## src/rtl/tail_light_pkg.sv

```systemverilog
// Shared definitions for the tail light sequencer: state codes, mode codes,
// the lamp pattern for every state and the lamps a brake press may light.
// Lamp vector order is {LC,LB,LA,RA,RB,RC}: LA (bit 3) and RA (bit 2) are the
// inner lamps, so a sweep grows outward from the centre of the car.
package tail_light_pkg;

    // One code per FSM state. The FSM register itself is plain logic [2:0].
    typedef enum logic [2:0] {
        ST_IDLE = 3'd0,
        ST_L1   = 3'd1,
        ST_L2   = 3'd2,
        ST_L3   = 3'd3,
        ST_R1   = 3'd4,
        ST_R2   = 3'd5,
        ST_R3   = 3'd6,
        ST_HZ   = 3'd7
    } state_e;

    // Encodings presented on active_mode.
    localparam logic [1:0] MODE_IDLE   = 2'd0;
    localparam logic [1:0] MODE_LEFT   = 2'd1;
    localparam logic [1:0] MODE_RIGHT  = 2'd2;
    localparam logic [1:0] MODE_HAZARD = 2'd3;

    // Lamp pattern shown while the FSM sits in each state.
    localparam logic [5:0] PAT_IDLE = 6'b000_000;
    localparam logic [5:0] PAT_L1   = 6'b001_000;
    localparam logic [5:0] PAT_L2   = 6'b011_000;
    localparam logic [5:0] PAT_L3   = 6'b111_000;
    localparam logic [5:0] PAT_R1   = 6'b000_100;
    localparam logic [5:0] PAT_R2   = 6'b000_110;
    localparam logic [5:0] PAT_R3   = 6'b000_111;
    localparam logic [5:0] PAT_HZ   = 6'b111_111;

    // Halves of the lamp vector, used to build the brake override.
    localparam logic [5:0] HALF_LEFT  = 6'b111_000;
    localparam logic [5:0] HALF_RIGHT = 6'b000_111;

    // Lamp pattern for a given state code.
    function automatic logic [5:0] state_pattern(input logic [2:0] s);
        logic [5:0] pat;
        pat = PAT_IDLE;
        case (s)
            ST_IDLE: pat = PAT_IDLE;
            ST_L1:   pat = PAT_L1;
            ST_L2:   pat = PAT_L2;
            ST_L3:   pat = PAT_L3;
            ST_R1:   pat = PAT_R1;
            ST_R2:   pat = PAT_R2;
            ST_R3:   pat = PAT_R3;
            ST_HZ:   pat = PAT_HZ;
            default: pat = PAT_IDLE;
        endcase
        return pat;
    endfunction

    // Mode code reported for a given state code.
    function automatic logic [1:0] state_mode(input logic [2:0] s);
        logic [1:0] mode;
        mode = MODE_IDLE;
        case (s)
            ST_L1, ST_L2, ST_L3: mode = MODE_LEFT;
            ST_R1, ST_R2, ST_R3: mode = MODE_RIGHT;
            ST_HZ:               mode = MODE_HAZARD;
            default:             mode = MODE_IDLE;
        endcase
        return mode;
    endfunction

    // Lamps the brake may force on: every half not owned by a sweep.
    // Hazard owns both halves, so the brake adds nothing there.
    function automatic logic [5:0] brake_mask(input logic [2:0] s);
        logic [5:0] mask;
        mask = 6'b000_000;
        case (s)
            ST_IDLE:             mask = HALF_LEFT | HALF_RIGHT;
            ST_L1, ST_L2, ST_L3: mask = HALF_RIGHT;
            ST_R1, ST_R2, ST_R3: mask = HALF_LEFT;
            ST_HZ:               mask = 6'b000_000;
            default:             mask = 6'b000_000;
        endcase
        return mask;
    endfunction

endpackage

```

## src/rtl/tail_light_sequencer_prescaler.sv

```systemverilog
// Animation prescaler for the tail light sequencer (module tick_prescaler).
// Counts 0..DIV-1 and wraps; tick is high combinationally on the last count.
// With DIV=1 the counter is held at 0 and tick is permanently high.
module tick_prescaler #(
    parameter int DIV = 4
) (
    input  logic clk,
    input  logic reset,
    output logic tick
);
    import tail_light_pkg::*;

    // A one-bit counter is kept even for DIV=1 so the logic stays uniform.
    localparam int CW = (DIV > 1) ? $clog2(DIV) : 1;
    localparam logic [CW-1:0] LAST = CW'(DIV - 1);

    logic [CW-1:0] cnt;

    // Last count of the period marks an animation step.
    always_comb begin
        tick = (cnt == LAST);
    end

    // Free-running divider, restarted from 0 by reset and on every wrap.
    always_ff @(posedge clk) begin
        if (reset) begin
            cnt <= '0;
        end else if (tick) begin
            cnt <= '0;
        end else begin
            cnt <= cnt + 1'b1;
        end
    end

endmodule

```

## src/rtl/tail_light_sequencer.sv

```systemverilog
// Tail light sequencer top level: arbitrates left/right/hazard requests,
// steps the 8-state lamp FSM once per prescaler tick and drives the six lamps.
// Optional feature: define BRAKE_EN to let the brake pedal light every lamp
// half that is not owned by a running sweep. Without it the brake is ignored.
module tail_light_sequencer #(
    parameter int TICK_DIV = 4
) (
    input  logic       clk,
    input  logic       reset,
    input  logic       left_req,
    input  logic       right_req,
    input  logic       hazard_req,
    input  logic       brake,
    output logic [5:0] light_out,
    output logic [1:0] active_mode,
    output logic       step_tick
);
    import tail_light_pkg::*;

    // State codes used by the FSM register.
    localparam logic [2:0] S_IDLE = ST_IDLE;
    localparam logic [2:0] S_L1   = ST_L1;
    localparam logic [2:0] S_L2   = ST_L2;
    localparam logic [2:0] S_L3   = ST_L3;
    localparam logic [2:0] S_R1   = ST_R1;
    localparam logic [2:0] S_R2   = ST_R2;
    localparam logic [2:0] S_R3   = ST_R3;
    localparam logic [2:0] S_HZ   = ST_HZ;

    logic       tick;
    logic [2:0] state;
    logic [2:0] next_state;
    logic [5:0] next_light;
    logic [1:0] next_mode;
    logic       both_turns;

    tick_prescaler #(
        .DIV (TICK_DIV)
    ) u_prescaler (
        .clk   (clk),
        .reset (reset),
        .tick  (tick)
    );

    // Both turn switches at once is treated exactly like a hazard request.
    always_comb begin
        both_turns = left_req & right_req;
    end

    // Next-state logic: arbitration happens only in IDLE, sweeps run to the
    // end unless hazard preempts them, and nothing moves between ticks.
    always_comb begin
        next_state = state;
        if (tick) begin
            case (state)
                S_IDLE: begin
                    if (hazard_req || both_turns) begin
                        next_state = S_HZ;
                    end else if (left_req) begin
                        next_state = S_L1;
                    end else if (right_req) begin
                        next_state = S_R1;
                    end else begin
                        next_state = S_IDLE;
                    end
                end
                S_L1:    next_state = hazard_req ? S_HZ : S_L2;
                S_L2:    next_state = hazard_req ? S_HZ : S_L3;
                S_L3:    next_state = hazard_req ? S_HZ : S_IDLE;
                S_R1:    next_state = hazard_req ? S_HZ : S_R2;
                S_R2:    next_state = hazard_req ? S_HZ : S_R3;
                S_R3:    next_state = hazard_req ? S_HZ : S_IDLE;
                S_HZ:    next_state = S_IDLE;
                default: next_state = S_IDLE;
            endcase
        end
    end

`ifdef BRAKE_EN
    // Lamp decode from the next state, with the brake filling any half that
    // no sweep owns; evaluated every cycle so the brake acts without a tick.
    always_comb begin
        next_light = state_pattern(next_state);
        if (brake) begin
            next_light = next_light | brake_mask(next_state);
        end
    end
`else
    logic brake_unused;

    // Brake has no effect in this build; it is kept only as a port.
    always_comb begin
        brake_unused = brake;
    end

    // Lamp decode from the next state so lamps change on the state edge.
    always_comb begin
        next_light = state_pattern(next_state);
    end
`endif

    // Mode follows the state the FSM is about to enter.
    always_comb begin
        next_mode = state_mode(next_state);
    end

    // State, lamp and mode registers plus the registered copy of tick.
    always_ff @(posedge clk) begin
        if (reset) begin
            state       <= S_IDLE;
            light_out   <= 6'b000_000;
            active_mode <= MODE_IDLE;
            step_tick   <= 1'b0;
        end else begin
            state       <= next_state;
            light_out   <= next_light;
            active_mode <= next_mode;
            step_tick   <= tick;
        end
    end

endmodule

```

## config.mk

```make
export PLATFORM = sky130hd
export DESIGN_NAME = tail_light_sequencer
export DESIGN_NICKNAME = d
export VERILOG_FILES = /design/src/rtl/tail_light_pkg.sv /design/src/rtl/tail_light_sequencer_prescaler.sv /design/src/rtl/tail_light_sequencer.sv
export SDC_FILE = /design/constraint.sdc
export NUM_CORES = 1
export LEC_CHECK = 0
export CAP_MARGIN = 25
export CORE_AREA = 5 5 42 44
export CTS_CLUSTER_DIAMETER = 150
export DETAILED_ROUTE_END_ITERATION = 10
export DIE_AREA = 0 0 47 49
export PLACE_DENSITY = 0.65
export SYNTH_ARGS = -nofsm -noshare
export SYNTH_HDL_FRONTEND = slang
export SYNTH_SLANG_ARGS = --single-unit
export TNS_END_PERCENT = 1
```

## constraint.sdc

```tcl
create_clock -name clk -period 3.3 [get_ports clk]
set_clock_uncertainty 0.05 [all_clocks]
set_input_delay 0.66 -clock clk [delete_from_list [all_inputs] [get_ports clk]]
set_output_delay 0.66 -clock clk [all_outputs]
set_load 0.05 [all_outputs]
```

==> key figures, run 1 <==
Worst hold path
  • Hold Path Sink: u_prescaler.cnt[0]
  • Worst Min Path Start: u_prescaler.cnt[0]
  • Hold/Removal Path Class: register to register
  • Hold path cells: 1

Timing
  • Setup violators final: 0
  • Fmax: 435 MHz
  • RSZ-0062 raised after global routing: false
  • Setup tns final: 0 ps
  • Period minus WS final: 2300 ps
  • Worst-Margin Slew: roughly 500 ps
  • Hold Fails Final Rpt: 0
  • Min Hold Slack: around 390 ps
  • Period utilisation layout: 69.7%
  • Slew HR: 66.8%
  • Max-slew violation count: 0

Synth
  • #FFs+latches synth: 13
  • Yosys Warn Count: 0
  • Register area share after synthesis: a little over half
  • Cell taking the most area after synthesis: dfxtp_1
  • Synthesized area per cell: between 9 and 10 um^2
  • Synth area leaders: dfxtp_1, nor2_1, a21oi_1, a211oi_1, nand2_1
  • Syn Inst Count: 54
  • Syn_nets: 61
  • Post-Syn Area: a little under 500 um^2
  • Synth top area share: 53.1%
  • Distinct cells, synth: 22

Pwr
  • Gate power share: a little under a quarter
  • Switch share: 29.7%
  • Int Power: 246 uW
  • Flop pwr share: 50.3%
  • Pwr Density: 541 nW/um^2
  • Clock network power share: between 20% and 30%
  • P_leak: roughly 0.24 nW
  • Switching power: 104 uW
  • Worst vdd ir: about 250 uV

Die
  • Rows: 14
  • Die width: approximately 47 um
  • Die area: between 2000 and 2500 um^2
  • Total core area: 1400 um^2
  • Initial Util: 35.0%
  • # IOs: 15
  • Die Height: 49 um

Setup path
  • Reg-to-Reg End: active_mode[0]
  • WS Path Type: register to primary output
  • FF-to-FF path depth: 5
  • Worst-path fanout max: 9
  • CP max stage delay: 850 ps
  • Critical path endpoint category: primary output
  • Worst path required time: 2590 ps
  • R2R setup slack: ~1600 ps
  • Reg-to-Reg Start: state[1]
  • WP buf/inv: 1
  • CP cell instances: clkdlybuf4s50_1
  • CP max stage cell: clkdlybuf4s50_1
  • Top delay family on crit path: buffers and inverters
  • Critical Path AT: approximately 1600 ps
  • Critical path startpoint category: register

Clocking
  • Clk slew on worst S/H paths: 70 ps
  • Setup Fix Bufs, Post-CTS: 0
  • CTS Sinks: 13
  • Clock Latency Late Sink: 270 ps
  • H-Tree Level Count: 1
  • Cts repair resizes: 0
  • Clock Tree Root: clkbuf_4
  • CTS tree: done
  • TritonCTS Buffers: 3
  • Clock buffer depth: 2
  • Hold buffer count at cts: 0

Finish
  • Number of diodes: 0
  • Area growth from synthesis to layout: 31.9%
  • Fin nets: 75
  • Layout Cells excl Fill: 83
  • Layout cell share with drive strength beyond 1: 4.48%
  • Commonest non-fill, non-tap cells in the layout: dfxtp_1, clkdlybuf4s50_1, nor2_1

Global route
  • Vias in the first global route: 341
  • Gr usage total: between 8 and 9%
  • First-pass GRT wire length: approximately 1400 um
  • Gr ovfl total: 0
  • Largest net degree at the start of global routing: 11
  • Initial antenna violation count: 0

Placement
  • Placed insts: 79
  • Port Buffer Count: 13
  • GPL Wtd Cong: around 0.74
  • Final HPWL DP: between 600 and 700 um

Routing
  • Drc violations: 0
  • DRT iter0 DRCs: 3
  • Vias post-DR: roughly 420
  • DRT Pass-1 Iters: 4
  • Routed length per instance: 11.0 um
  • Vias per cell: 5.05
  • Drt total wl: around 900 um
  • Routed Antenna Nets: 0

Status
  • Status: completed

Run
  • Maximum Capacitance Violations: 0
worst max path at each step:
stage | slack, ps | startpoint | endpoint | depth (start not counted)
after CTS | 980 | light_out[2] | light_out[2] | 1
after detailed placement | 800 | hazard_req | active_mode[0] | 6
final | 1000 | light_out[2] | light_out[2] | 1
after floorplan | 1490 | left_req | active_mode[0] | 5
after global routing | 930 | hazard_req | active_mode[0] | 6
after global placement | 810 | hazard_req | light_out[3] | 6
registers in the layout, summed over array words and instances (netlist names):
register and count:
active_mode 2, light_out 6, state 2, step_tick 1, u_prescaler.cnt 2
area by class of cell:
| type | count | area, um^2 |
|---|---|---|
| Clock buffer | 4 | 26.3 |
| Fill cell | 154 | 754 |
| Sequential cell | 13 | 260 |
| Inverter | 1 | 3.75 |
| Multi-Input combinational cell | 36 | 206 |
| Timing Repair Buffer | 13 | 130 |
| Tap cell | 16 | 20.0 |
cell families (layout without fill, tap and decap cells):
group | count (synthesis) | after routing | share of synthesized area, %
fa+ha+maj | 1 | 1 | 2.55
simple gates | 25 | 25 | 25.8
flops | 13 | 13 | 53.1
compound gates | 10 | 10 | 13.8
buf+inv | 5 | 18 | 4.85
Yosys cell counts:
cell type and count:
a211oi_1 2, a21oi_1 3, a221o_1 1, a31o_1 1, a31oi_1 1, buf_2 1, buf_4 1, clkbuf_1 2
dfxtp_1 13, ha_1 1, inv_1 1, nand2_1 4, nand2b_1 2, nand3b_1 1, nor2_1 9, nor2b_1 2
nor3_1 1, nor3b_1 2, nor4_1 1, o22ai_1 2, or2_0 1, or3_1 2
per-layer routing:
| layer | GRT usage (%) | routed length (um) | share of wire, % |
|---|---|---|---|
| met5 | 0 | 0 | 0 |
| met4 | 4.15 | 6 | 0.66 |
| met3 | 6.27 | 91 | 10 |
| met2 | 12.2 | 408 | 45 |
| met1 | 8.69 | 406 | 44 |
power groups by stage:
stage	Clock, mW	Combinational [mW]	Sequential (mW)
after floorplan	0	0.0384	0.198
after global routing	0.107	0.0855	0.178
after global placement	0	0.0788	0.179
after detailed placement	0	0.0799	0.180
after CTS	0.0990	0.0803	0.176
final	0.0937	0.0801	0.176
through the flow:
| step | total power [mW] | area (um^2) | worst slack (ps) | utilization (%) |
|---|---|---|---|---|
| 3_5_place_dp | 0.260 | 621 | 800 | 44.3 |
| 3_3_place_gp | 0.258 | 621 | 806 | 44.3 |
| 2_1_floorplan | 0.236 | 490 | 1490 | - |
| 5_1_grt | 0.370 | 647 | 934 | 46.2 |
| 6_report | 0.350 | 647 | 1000 | 46.2 |
| 4_1_cts | 0.355 | 647 | 981 | 46.2 |
(Power assumes the default switching activity.)
==> inputs of run 2 (changes only) <==
--- a/config.mk
+++ b/config.mk
@@ -10,7 +10,7 @@
 export CTS_CLUSTER_DIAMETER = 150
 export DETAILED_ROUTE_END_ITERATION = 10
 export DIE_AREA = 0 0 47 49
-export PLACE_DENSITY = 0.65
+export PLACE_DENSITY = 0.68
 export SYNTH_ARGS = -nofsm -noshare
 export SYNTH_HDL_FRONTEND = slang
 export SYNTH_SLANG_ARGS = --single-unit
==> constraint.sdc (replaced) <==
create_clock -name clk -period 1.9 [get_ports clk]
set_clock_uncertainty 0.05 [all_clocks]
set_input_delay 0.38 -clock clk [delete_from_list [all_inputs] [get_ports clk]]
set_output_delay 0.38 -clock clk [all_outputs]
set_load 0.05 [all_outputs]
==> key figures, run 2 (same netlist as run 1, synthesis figures left out) <==
Clocking
  • Clock Latency Late Sink: approximately 270 ps
  • Clock buffer depth: 2
  • CTS tree: done
  • Clk slew on worst S/H paths: approximately 70 ps
  • Clock Tree Root: clkbuf_4
  • H-Tree Level Count: 1
  • CTS Sinks: 13
  • Setup Fix Bufs, Post-CTS: 0
  • Hold buffer count at cts: 0
  • TritonCTS Buffers: 3

Global route
  • Gr usage total: approximately 9.6%
  • First-pass GRT wire length: 1610 um
  • Gr ovfl total: 0
  • Largest net degree at the start of global routing: 11
  • Vias in the first global route: 380
  • Initial antenna violation count: 0

Routing
  • Drc violations: 0
  • Vias per cell: ~4.9
  • Drt total wl: 961 um
  • Vias post-DR: approximately 440
  • Routed length per instance: 10.9 um
  • Routed Antenna Nets: 0
  • DRT iter0 DRCs: 3
  • DRT Pass-1 Iters: 3

Finish
  • Util after Layout: 49.0%
  • Layout cell share with drive strength beyond 1: 15.3%
  • Final instance area: 687 um^2
  • Layout Cells excl Fill: 88
  • Fillers: 152
  • Most common cell after layout, fill and taps aside: dfxtp_1
  • Number of diodes: 0
  • Commonest non-fill, non-tap cells in the layout: dfxtp_1, clkdlybuf4s50_1, nor2_1
  • Register bank with the most flops: light_out
  • Fin nets: 80
  • Area growth from synthesis to layout: 40.1%
  • Max FFs per register: 6

Setup path
  • Top delay family on crit path: buffers and inverters
  • CP max stage cell: clkdlybuf4s50_1
  • Levels on crit path: 1
  • FF-to-FF path depth: 5
  • Critical Path AT: between 1000 and 1500 ps
  • Critical path startpoint category: register
  • Critical path endpoint category: primary output
  • WP buf/inv: 1
  • CP max stage delay: 800 ps
  • WS Path Type: register to primary output
  • Worst path required time: 1470 ps
  • CP cell instances: clkdlybuf4s50_1
  • Worst-path fanout max: 1

Pwr
  • Worst vdd ir: 661 uV
  • P_leak: 0.271 nW
  • Pwr Density: 904 nW/um^2

Timing
  • Min Hold Slack: 385 ps
  • Setup violators final: 0
  • Slew HR: ~66%
  • RSZ-0062 raised after global routing: false
  • Period utilisation layout: 95.5%
  • Worst-Margin Slew: 504 ps
  • Hold Fails Final Rpt: 0
  • Fmax: 551 MHz
  • Setup tns final: 0 ps
  • Period minus WS final: 1820 ps
  • Max-slew violation count: 0

Die
  • Die area: 2300 um^2
  • Die width: 47 um
  • Die Height: 49 um
  • Rows: 14
  • Total core area: 1400 um^2
  • Initial Util: around a third
  • # IOs: 15

Status
  • Status: completed

Placement
  • GPL Wtd Cong: around 0.8
  • Port Buffer Count: 13
  • Final HPWL DP: 748 um
  • Post-DP Area: 656 um^2
  • Placed insts: 84

Worst hold path
  • Hold path cells: 1
  • Hold/Removal Path Class: register to register

Run
  • Maximum Capacitance Violations: 0
## run 2: cell types whose count changed in the layout (fill, tap and decap cells not counted), sizes merged
| cell | before | now |
|---|---|---|
| clkdlybuf4s50 | 13 | 12 |
| buf | 0 | 6 |
## run 2: routing by layer
| layer | share of wire (%) | wire length, um | track usage (%) |
|---|---|---|---|
| met1 | 45 | 431 | 11.8 |
| met2 | 48 | 466 | 14.0 |
| met3 | 6.6 | 63 | 6.64 |
| met4 | 0 | 0 | 1.38 |
| met5 | 0 | 0 | 0 |
## run 2: worst paths after layout
path                                          from                  to  slack [ps]
worst min-delay path            u_prescaler.cnt[0]  u_prescaler.cnt[0]         380
worst min register to register  u_prescaler.cnt[0]  u_prescaler.cnt[0]         380
worst max-delay path                  light_out[3]        light_out[3]          80
worst max register to register        light_out[2]        light_out[3]         250
## run 2: final cells by class
cell class,count,area [um^2],share of cell area (%)
timing repair buffer,18,165,24.0
clock buffer,4,26.3,3.83
multi-input combinational,36,211,30.8
sequential,13,260,37.9
inverter,1,3.75,0.546
tap,16,20.0,2.91
## run 2: worst register-to-register path, stage by stage, from the launching register on
cell and delay [ps]:
dfxtp_1 390, nand2b_1 170, a31o_1 210, a221o_1 380
or2_4 270, o22ai_1 110
## run 2: per-stage QoR
step	worst slack [ps]	total power, mW
after floorplan	320	0.410
after global placement	-223	0.462
after detailed placement	-270	0.466
after CTS	14.4	0.628
after global routing	23.8	0.666
final	84.8	0.621
## run 2: where the power goes
| group | total (mW) | switching (mW) | leakage (nW) | internal, mW |
|---|---|---|---|---|
| sequential | 0.306 | 0.0136 | 0.106 | 0.292 |
| combinational | 0.156 | 0.0893 | 0.150 | 0.0662 |
| clock | 0.159 | 0.0780 | 0.0150 | 0.0813 |
| total | 0.621 | 0.181 | 0.271 | 0.440 |
## run 2: what timing repair did
action / 4_1_cts / 5_1_grt
gates resized for setup: 0 / 3
setup endpoints to repair: 0 / 5
hold endpoints to repair: 0 / 0
==> inputs of run 3 (changes only) <==
--- a/config.mk
+++ b/config.mk
@@ -5,11 +5,12 @@
 export SDC_FILE = /design/constraint.sdc
 export NUM_CORES = 1
 export LEC_CHECK = 0
-export CAP_MARGIN = 25
+export CAP_MARGIN = 40
 export CORE_AREA = 5 5 42 44
 export CTS_CLUSTER_DIAMETER = 150
 export DETAILED_ROUTE_END_ITERATION = 10
 export DIE_AREA = 0 0 47 49
+export GPL_TIMING_DRIVEN = 0
 export PLACE_DENSITY = 0.68
 export SYNTH_ARGS = -nofsm -noshare
 export SYNTH_HDL_FRONTEND = slang
==> key figures, run 3 (same netlist as run 1, synthesis figures left out) <==
Die
  • Rows: 14
  • Die Height: 49 um
  • Initial Util: 35.0%
  • Die area: ~2300 um^2
  • Total core area: around 1400 um^2
  • Die width: 47 um
  • # IOs: 15

Clocking
  • H-Tree Level Count: 1
  • Clock Latency Late Sink: 270 ps
  • CTS Sinks: 13
  • Clk slew on worst S/H paths: 70 ps
  • Hold buffer count at cts: 0
  • TritonCTS Buffers: 3
  • Clock buffer depth: 2
  • Clock Tree Root: clkbuf_4
  • CTS tree: done
  • Setup Fix Bufs, Post-CTS: 0

Routing
  • Vias per cell: 4.95
  • Drt total wl: 896 um
  • DRT iter0 DRCs: 4
  • Vias post-DR: 421
  • DRT Pass-1 Iters: 4
  • Routed Antenna Nets: 0
  • Routed length per instance: 10.5 um
  • Drc violations: 0

Setup path
  • Levels on crit path: 2
  • CP max stage delay: 510 ps
  • Critical path endpoint category: primary output
  • Critical Path AT: 1410 ps
  • Crit path from: light_out[2]
  • Reg-to-Reg Start: light_out[2]
  • FF-to-FF path depth: 6
  • CP cell instances: buf_4 > dlygate4sd2_1
  • WP buf/inv: 2
  • Worst path required time: 1470 ps
  • Top delay family on crit path: buffers and inverters
  • Setup crit end: light_out[2]
  • Reg-to-Reg End: active_mode[0]
  • Worst-path fanout max: 9
  • Critical path startpoint category: register
  • CP max stage cell: dlygate4sd2_1
  • R2R setup slack: 190 ps
  • WS Path Type: register to primary output

Global route
  • Vias in the first global route: roughly 390
  • Gr usage total: 9.28%
  • Largest net degree at the start of global routing: 11
  • First-pass GRT wire length: 1600 um
  • GRT busiest layer: met2
  • Initial antenna violation count: 0
  • Gr ovfl total: 0
  • Met1 usage: between 10% and 20%
  • Met3 usage: 6.27%
  • Met2 Use GR: 13.6%

Timing
  • Hold Fails Final Rpt: 0
  • Fmax: 544 MHz
  • Period minus WS final: 1840 ps
  • Slew HR: 66.4%
  • Period utilisation layout: 96.7%
  • Worst-Margin Slew: ~500 ps
  • RSZ-0062 raised after global routing: false
  • Setup tns final: 0 ps
  • Setup violators final: 0
  • Max-slew violation count: 0
  • Min Hold Slack: 384 ps

Placement
  • GPL Wtd Cong: 0.729
  • Final HPWL DP: 660 um
  • Port Buffer Count: 12
  • Placed insts: 82

Pwr
  • Flop pwr share: 50.1%
  • Switch share: 29.6%
  • Worst vdd ir: 489 uV
  • Clock network power share: 26.5%
  • Gate power share: a little under a quarter
  • Power Total: 610 uW
  • Switching power: 181 uW
  • Pwr Density: 927 nW/um^2
  • Int Power: between 400 and 500 uW
  • P_leak: 0.257 nW

Finish
  • Layout cell share with drive strength beyond 1: approximately a tenth
  • Register bank with the most flops: light_out
  • Area growth from synthesis to layout: 34.2%
  • Commonest non-fill, non-tap cells in the layout: dfxtp_1, clkdlybuf4s50_1, nor2_1
  • Most common cell after layout, fill and taps aside: dfxtp_1
  • Layout Cells excl Fill: 85
  • Max FFs per register: 6
  • Fillers: ~130
  • Fin nets: 77
  • Number of diodes: 0

Worst hold path
  • Hold path cells: 1
  • Hold/Removal Path Class: register to register

Status
  • Status: completed

Run
  • Maximum Capacitance Violations: 0
==> run 3: changes by cell type in the layout (fill, tap and decap cells not counted) <==
cell,before,now
buf_4,6,1
clkdlybuf4s50_1,12,10
dlygate4sd2_1,0,2
buf_2,0,1
clkbuf_1,1,2
or2_0,0,1
or2_4,1,0
or3_1,2,1
or3_4,0,1
==> run 3: per-stage QoR <==
stage                     cell area [um^2]  utilization, %  setup WS (ps)
after global placement                 631            45.0           -287
final                                  658            47.0           63.1
after global routing                   658            47.0           14.1
after detailed placement               631            45.0           -320
after CTS                              654            46.7           45.3
after floorplan                        490               -            320
==> run 3: area by class of cell <==
class,instances,area (um^2),share of cell area [%]
buffer,3,16.3,2.47
clock buffer,4,26.3,3.99
inverter,1,3.75,0.570
multi-input combinational,36,214,32.5
sequential,13,260,39.5
tap,16,20.0,3.04
timing repair buffer,12,118,17.9
==> run 3: repair_timing <==
item	4_1_cts	5_1_grt
endpoints found under the setup margin	6	4
resized for setup	2	2
endpoints found under the hold margin	0	0
==> run 3: layer usage <==
metal,share of wire (%),up-vias
met3,11,0
met5,0,-
met2,45,18
met1,44,187
met4,0,0
li1,-,216
==> run 3: worst min path at each step <==
| stage | startpoint | slack [ps] | end |
|---|---|---|---|
| floorplan | u_prescaler.cnt[0] | 350 | u_prescaler.cnt[0] |
| global placement | u_prescaler.cnt[0] | 360 | u_prescaler.cnt[0] |
| detailed placement | u_prescaler.cnt[0] | 380 | u_prescaler.cnt[0] |
| CTS | u_prescaler.cnt[0] | 390 | u_prescaler.cnt[0] |
| global route | u_prescaler.cnt[0] | 420 | u_prescaler.cnt[0] |
| finish | u_prescaler.cnt[0] | 380 | u_prescaler.cnt[0] |
==> run 3: power by group through the flow <==
| stage | Combinational [mW] | Clock, mW | Sequential (mW) |
|---|---|---|---|
| 2_1_floorplan | 0.0667 | 0 | 0.343 |
| 3_3_place_gp | 0.140 | 0 | 0.311 |
| 3_5_place_dp | 0.142 | 0 | 0.312 |
| 4_1_cts | 0.140 | 0.165 | 0.306 |
| 5_1_grt | 0.155 | 0.177 | 0.308 |
| 6_report | 0.143 | 0.162 | 0.305 |
